`config.mk`:
```
export PLATFORM = sky130hd
export DESIGN_NAME = cam_to_screen
export DESIGN_NICKNAME = d
export VERILOG_FILES = /design/src/rtl/cam_to_screen.sv
export SDC_FILE = /design/constraint.sdc
export NUM_CORES = 2
export LEC_CHECK = 0
export BUFFER_PORTS_ARGS = -buffer_cell sky130_fd_sc_hd__buf_4
export CAP_MARGIN = 20
export CORE_MARGIN = 5
export CORE_UTILIZATION = 60
export CTS_CLUSTER_SIZE = 24
export DETAILED_ROUTE_END_ITERATION = 8
export MAX_ROUTING_LAYER = met4
export PLACE_DENSITY = 0.82
export SYNTH_ARGS = -nofsm -noshare
export SYNTH_HDL_FRONTEND = slang
export SYNTH_SLANG_ARGS = --single-unit
```
`constraint.sdc`:
```
create_clock -name clk_in -period 7.65 [get_ports clk_in]
set_input_delay 0 -clock clk_in [delete_from_list [all_inputs] [get_ports clk_in]]
set_output_delay 0 -clock clk_in [all_outputs]
set_load 0.02 [all_outputs]
```
`src/rtl/cam_to_screen.sv`:
```
// Perspective projection of one camera-space point to viewport pixels:
// near-plane cull, 1/z by restoring division, perspective divide, viewport scale.
module cam_to_screen #(
   parameter int CAM_WIDTH = 23,
   parameter int FRAC_BITS = 14,
   parameter int NEAR      = 4096,
   parameter int SCREEN_W  = 320,
   parameter int SCREEN_H  = 240,
   parameter int PIX_WIDTH = 11
) (
   input  logic                 clk_in,
   input  logic                 rst_n_in,
   input  logic                 in_valid,
   output logic                 in_ready,
   input  logic [CAM_WIDTH-1:0] cam_x,
   input  logic [CAM_WIDTH-1:0] cam_y,
   input  logic [CAM_WIDTH-1:0] cam_z,
   output logic                 out_valid,
   input  logic                 out_ready,
   output logic [PIX_WIDTH-1:0] pix_x,
   output logic [PIX_WIDTH-1:0] pix_y,
   output logic [CAM_WIDTH-1:0] depth,
   output logic                 visible
);

   localparam int HALF_W = SCREEN_W / 2;
   localparam int HALF_H = SCREEN_H / 2;
   localparam int PW     = CAM_WIDTH + FRAC_BITS + 3;
   localparam int QW     = 2 * FRAC_BITS + 1;
   localparam int CNTW   = $clog2(QW);
   localparam logic [CNTW-1:0]             LAST_STEP = CNTW'(QW - 1);
   localparam logic signed [CAM_WIDTH-1:0] NEAR_S    = CAM_WIDTH'(NEAR);

   typedef enum logic [2:0] {S_IDLE, S_DIV, S_MUL, S_SCALE, S_OUT} state_t;

   state_t                 r_state;
   logic                   r_in_ready;
   logic                   r_out_valid;
   logic [PIX_WIDTH-1:0]   r_pix_x;
   logic [PIX_WIDTH-1:0]   r_pix_y;
   logic [CAM_WIDTH-1:0]   r_depth;
   logic                   r_visible;
   logic [CNTW-1:0]        r_cnt;

   logic signed [CAM_WIDTH-1:0] r_x;
   logic signed [CAM_WIDTH-1:0] r_y;
   logic signed [CAM_WIDTH-1:0] r_z;
   logic [CAM_WIDTH-1:0]        r_rem;
   logic [QW-1:0]               r_quo;
   logic signed [PW-1:0]        r_ndc_x;
   logic signed [PW-1:0]        r_ndc_y;

   // Fixed-point multiply with arithmetic shift: rounds toward minus infinity.
   function automatic logic signed [PW-1:0] fx_mul_floor(input logic signed [PW-1:0] a,
                                                          input logic signed [PW-1:0] b);
      logic signed [PW-1:0] p;
      p = a * b;
      return p >>> FRAC_BITS;
   endfunction

   logic signed [CAM_WIDTH-1:0] w_cam_z_s;
   logic                        w_cull;
   logic                        w_accept;
   logic                        w_div_bit;
   logic [CAM_WIDTH:0]          w_rem_sh;
   logic [CAM_WIDTH:0]          w_z_ext;
   logic                        w_ge;
   logic [CAM_WIDTH-1:0]        w_rem_nx;
   logic signed [PW-1:0]        w_recip;
   logic signed [PW-1:0]        w_sx;
   logic signed [PW-1:0]        w_sy;
   logic                        w_vis;

   assign w_cam_z_s = cam_z;
   assign w_cull    = (w_cam_z_s < NEAR_S);
   assign w_accept  = (r_state == S_IDLE) && r_in_ready && in_valid;

   // Dividend is the single bit 2^(2F): only the first step shifts in a one.
   assign w_div_bit = (r_cnt == '0);
   assign w_rem_sh  = {r_rem, w_div_bit};
   assign w_z_ext   = {1'b0, r_z};
   assign w_ge      = (w_rem_sh >= w_z_ext);
   assign w_rem_nx  = w_ge ? CAM_WIDTH'(w_rem_sh - w_z_ext) : w_rem_sh[CAM_WIDTH-1:0];
   assign w_recip   = PW'(r_quo);

   assign w_sx  = PW'(HALF_W) + fx_mul_floor(r_ndc_x, PW'(HALF_W));
   assign w_sy  = PW'(HALF_H) - fx_mul_floor(r_ndc_y, PW'(HALF_H));
   assign w_vis = !w_sx[PW-1] && (w_sx < PW'(SCREEN_W)) &&
                  !w_sy[PW-1] && (w_sy < PW'(SCREEN_H));

   always_ff @(posedge clk_in or negedge rst_n_in) begin
      if (!rst_n_in) begin
         r_state     <= S_IDLE;
         r_in_ready  <= 1'b0;
         r_out_valid <= 1'b0;
         r_pix_x     <= '0;
         r_pix_y     <= '0;
         r_depth     <= '0;
         r_visible   <= 1'b0;
         r_cnt       <= '0;
      end else begin
         case (r_state)
            S_IDLE: begin
               if (w_accept) begin
                  r_in_ready <= 1'b0;
                  r_cnt      <= '0;
                  if (w_cull) begin
                     r_visible   <= 1'b0;
                     r_pix_x     <= '0;
                     r_pix_y     <= '0;
                     r_depth     <= cam_z;
                     r_out_valid <= 1'b1;
                     r_state     <= S_OUT;
                  end else begin
                     r_state <= S_DIV;
                  end
               end else begin
                  r_in_ready <= 1'b1;
               end
            end
            S_DIV: begin
               r_cnt <= r_cnt + 1'b1;
               if (r_cnt == LAST_STEP) r_state <= S_MUL;
            end
            S_MUL: r_state <= S_SCALE;
            S_SCALE: begin
               r_visible   <= w_vis;
               r_pix_x     <= w_vis ? w_sx[PIX_WIDTH-1:0] : '0;
               r_pix_y     <= w_vis ? w_sy[PIX_WIDTH-1:0] : '0;
               r_depth     <= r_z;
               r_out_valid <= 1'b1;
               r_state     <= S_OUT;
            end
            S_OUT: begin
               if (out_ready) begin
                  r_out_valid <= 1'b0;
                  r_in_ready  <= 1'b1;
                  r_state     <= S_IDLE;
               end
            end
            default: r_state <= S_IDLE;
         endcase
      end
   end

   // Datapath registers carry no reset; every accept reloads them.
   always_ff @(posedge clk_in) begin
      case (r_state)
         S_IDLE: begin
            if (w_accept) begin
               r_x   <= cam_x;
               r_y   <= cam_y;
               r_z   <= cam_z;
               r_rem <= '0;
               r_quo <= '0;
            end
         end
         S_DIV: begin
            r_rem <= w_rem_nx;
            r_quo <= {r_quo[QW-2:0], w_ge};
         end
         S_MUL: begin
            r_ndc_x <= fx_mul_floor(PW'(r_x), w_recip);
            r_ndc_y <= fx_mul_floor(PW'(r_y), w_recip);
         end
         default: ;
      endcase
   end

   assign in_ready  = r_in_ready;
   assign out_valid = r_out_valid;
   assign pix_x     = r_pix_x;
   assign pix_y     = r_pix_y;
   assign depth     = r_depth;
   assign visible   = r_visible;

endmodule

```
==> out/summary.txt <==
SYNTH
-----------------------------------------------------------------------------------------
Distinct cell type count after synthesis                                               96
Post-synth top area share                                                           41.4%
Count leader, synth                                                                 inv_1
Count of synthesis-stage warnings from yosys                                            0
Proportion of register bits with asynchronous set or reset after synthesis          24.5%
Synth Flop Type                                                                  edfxtp_1
Number of synthesized flops with an enable pin                                        173
Synth area leader                                                                    fa_1
Flops & latches, synth                                                                229
Post-synth top cells                                                         inv_1, fa_1, nand2_1
Register area share after synthesis                                                 12.9%
Total nets after synthesis                                                           7050
Combined area of all synthesized cells                                        51000 sq um
Top cells by area, synth                                                     fa_1, edfxtp_1, ha_1, inv_1, nand2_1
Synthesized instance count                                                           5516
Synthesized area divided by synthesized cell count                             9.24 sq um

LAYOUT
-----------------------------------------------------------------------------------------
Number of cells in the finished layout apart from fillers                            6832
Util after Layout                                                                   66.3%
Area of the multi-input gates                                                 38700 sq um
Filler cells                                                                         6260
Relative area change from synthesis to final layout                                 10.1%
Net count of the finished layout                                                     7195
Storage element area                                                           6600 sq um
Layout cell share with drive strength beyond 1                                      8.23%

SETUP PATH
-----------------------------------------------------------------------------------------
CP max stage cell                                                                    fa_1
Worst-case reg-to-reg path depth                                                       30
Cell mode on critical path                                                           fa_1
Dominant delay contributor by cell family on the critical path                adder cells
Setup crit start kind                                                            register
CP Depth                                                                               30
Crit path largest cell delay                                                      0.57 ns
Data arrival, critical path                                                       7.83 ns
Kind of end point of the critical path                                           register
Start-to-end type of the worst setup path                                      reg -> reg
Max Fanout on Critical Path                                                            38
Register-to-register setup slack                                                  0.18 ns
Worst path bufs/invs                                                                   11
Critical path data required time                                                  8.01 ns

CTS
-----------------------------------------------------------------------------------------
Number of clock sinks seen by CTS                                                     229
Clock tree from TritonCTS                                                           built
H-tree levels                                                                           1
Clk pin slew, worst setup/hold paths                                              0.07 ns
Clock latency on the worst-skew pair                                              0.62 ns
Num CTS Buffers                                                                        30
Root cell of the clock tree                                                     clkbuf_16
Maximum clock insertion buffer count                                                    3

ROUTING
-----------------------------------------------------------------------------------------
Drt wl/cell                                                                  19.4 microns
Remaining DRCs                                                                          0
Routed Wire Length                                                           133000 microns
DR pass1 iterations                                                                     6
Number of routed nets with antenna violations                                           0
First DRT Iteration DRCs                                                             3106
Vias per cell                                                                        5.62
DR vias                                                                             38400

TIMING
-----------------------------------------------------------------------------------------
Setup TNS after final layout                                                         0 ns
FMAX                                                                              134 MHz
Final critical-path required period                                               7.47 ns
Worst slew pin tran                                                               1.09 ns
RSZ-0062 raised after global routing                                                 true
Part of the cycle the worst path needs                                              97.7%
Clock Skew                                                                      0.0205 ns
Final hold vios                                                                         0
Worst slack on hold paths                                                       0.0938 ns
Final max-slew violation count                                                          0
Total of endpoints with negative setup slack in the final report                        0
Worst slew slack as a fraction of its limit                                         27.2%

HOLD PATH
-----------------------------------------------------------------------------------------
Worst Hold Class                                                                in -> reg
Worst hold stages                                                                       2

FLOORPLANNING
-----------------------------------------------------------------------------------------
Core area                                                                     84700 sq um
Die boundary height                                                           301 microns
Area of the die                                                               90900 sq um
# IOs                                                                                 121
Placement row count                                                                   107
Die X-Extent                                                                  301 microns
Starting density of the core                                                        60.2%

PLACED DESIGN
-----------------------------------------------------------------------------------------
DPL Wire Length                                                              104000 microns
Placed Cells                                                                         6645
I/O Buffers                                                                           120
Weighted congestion at the end of routability-driven global placement                1.02

RUN STATUS
-----------------------------------------------------------------------------------------
Outcome                                                                      finished, final reports clean

GLOBAL ROUTING
-----------------------------------------------------------------------------------------
Gr ovfl total                                                                           0
GRT Util Overall                                                                    30.6%
Number of global-route vias before repair                                           41600
Largest net degree at the start of global routing                                      55
Global-route wire length before repair                                       214000 microns
Number of antenna violations at the first check in global routing                       4

JOB
-----------------------------------------------------------------------------------------
Max-cap check violation count                                                           0

## layout by cell type, fill, tap and decap left out, types with 17 or more instances in the layout
cell type	n
xor2_1	46
dfrtp_1	56
nor3_1	25
a211oi_1	21
and2_1	383
mux2i_1	26
dlygate4sd3_1	74
edfxtp_1	173
inv_1	1277
buf_12	23
nand2_1	936
a21oi_1	99
nor2b_1	20
ha_1	407
nand2b_1	38
a21o_1	37
nor2_1	142
o21ai_0	92
clkbuf_16	34
nand4_1	17
nand3_1	21
o21a_1	25
fa_1	1049
buf_4	281
xnor2_1	110
## routing by layer
| metal | up-vias | track usage [%] | wire length [microns] |
|---|---|---|---|
| met5 | - | - | 0 |
| met4 | 0 | 13.1 | 7130 |
| met3 | 488 | 6.03 | 13100 |
| met2 | 1949 | 50.7 | 64500 |
| met1 | 19200 | 37.0 | 48000 |
| li1 | 16700 | - | - |
## through the flow
step	setup slack (ns)	cell area [sq um]
after global placement	-0.0179	53500
final	0.180	56100
after CTS	0.00611	55400
after global routing	-0.119	56100
after floorplan	0.0228	51000
after detailed placement	-0.162	53500
## registers in the layout (all words and copies together) (netlist names)
signal / cells
depth: 23
in_ready: 1
out_valid: 1
pix_x: 11
pix_y: 11
r_cnt: 5
r_ndc_x: 26
r_ndc_y: 26
r_quo: 29
r_rem: 23
r_state: 3
r_x: 23
r_y: 23
r_z: 23
visible: 1
## timing repair
| action | in CTS | in global routing |
|---|---|---|
| endpoints found under the setup margin | 8 | 16 |
| setup buffers | 0 | 52 |
| gates cloned | 0 | 2 |
| endpoints found under the hold margin | 152 | 0 |
| gates resized for setup | 10 | 49 |
| pin swaps | 0 | 25 |
| hold buffers | 74 | 0 |
## worst paths after layout
| kind | startpoint | end |
|---|---|---|
| min | cam_y[17] | r_y[17]$_DFFE_PP_ |
| max reg2reg | r_quo[10]$_SDFFCE_PN0P_ | r_ndc_x[22]$_DFFE_PP_ |
| min in group asynchronous | rst_n_in | depth[10]$_DFFE_PN0P_ |
| min reg2reg | pix_x[2]$_DFFE_PN0P_ | pix_x[2]$_DFFE_PN0P_ |
| max in group asynchronous | rst_n_in | pix_x[7]$_DFFE_PN0P_ |
| max | r_quo[10]$_SDFFCE_PN0P_ | r_ndc_x[22]$_DFFE_PP_ |
## cell type report
class | count | share of cell area, %
Antenna cell | 3 | 0.0134
Tap cell | 1144 | 2.55
Clock buffer | 38 | 1.54
Multi-Input combinational cell | 3725 | 68.8
Timing Repair Buffer | 395 | 6.32
Clock inverter | 18 | 0.430
Sequential cell | 229 | 11.7
Inverter | 1280 | 8.56
## cell families after synthesis
logic type | count (synthesis) | share of synthesized area [%]
DFF | 229 | 12.9
AOI/OAI and AO/OA | 414 | 5.56
buffers and inverters | 1562 | 11.6
adders and majority gates | 1461 | 51.4
xor gates and xnor gates | 161 | 2.85
and+or+nand+nor | 1659 | 15.1
muxes | 30 | 0.606
Power is left out: the tool's default activity adds up to more than one toggle a clock period on the data nets, which glitch-free logic cannot reach.
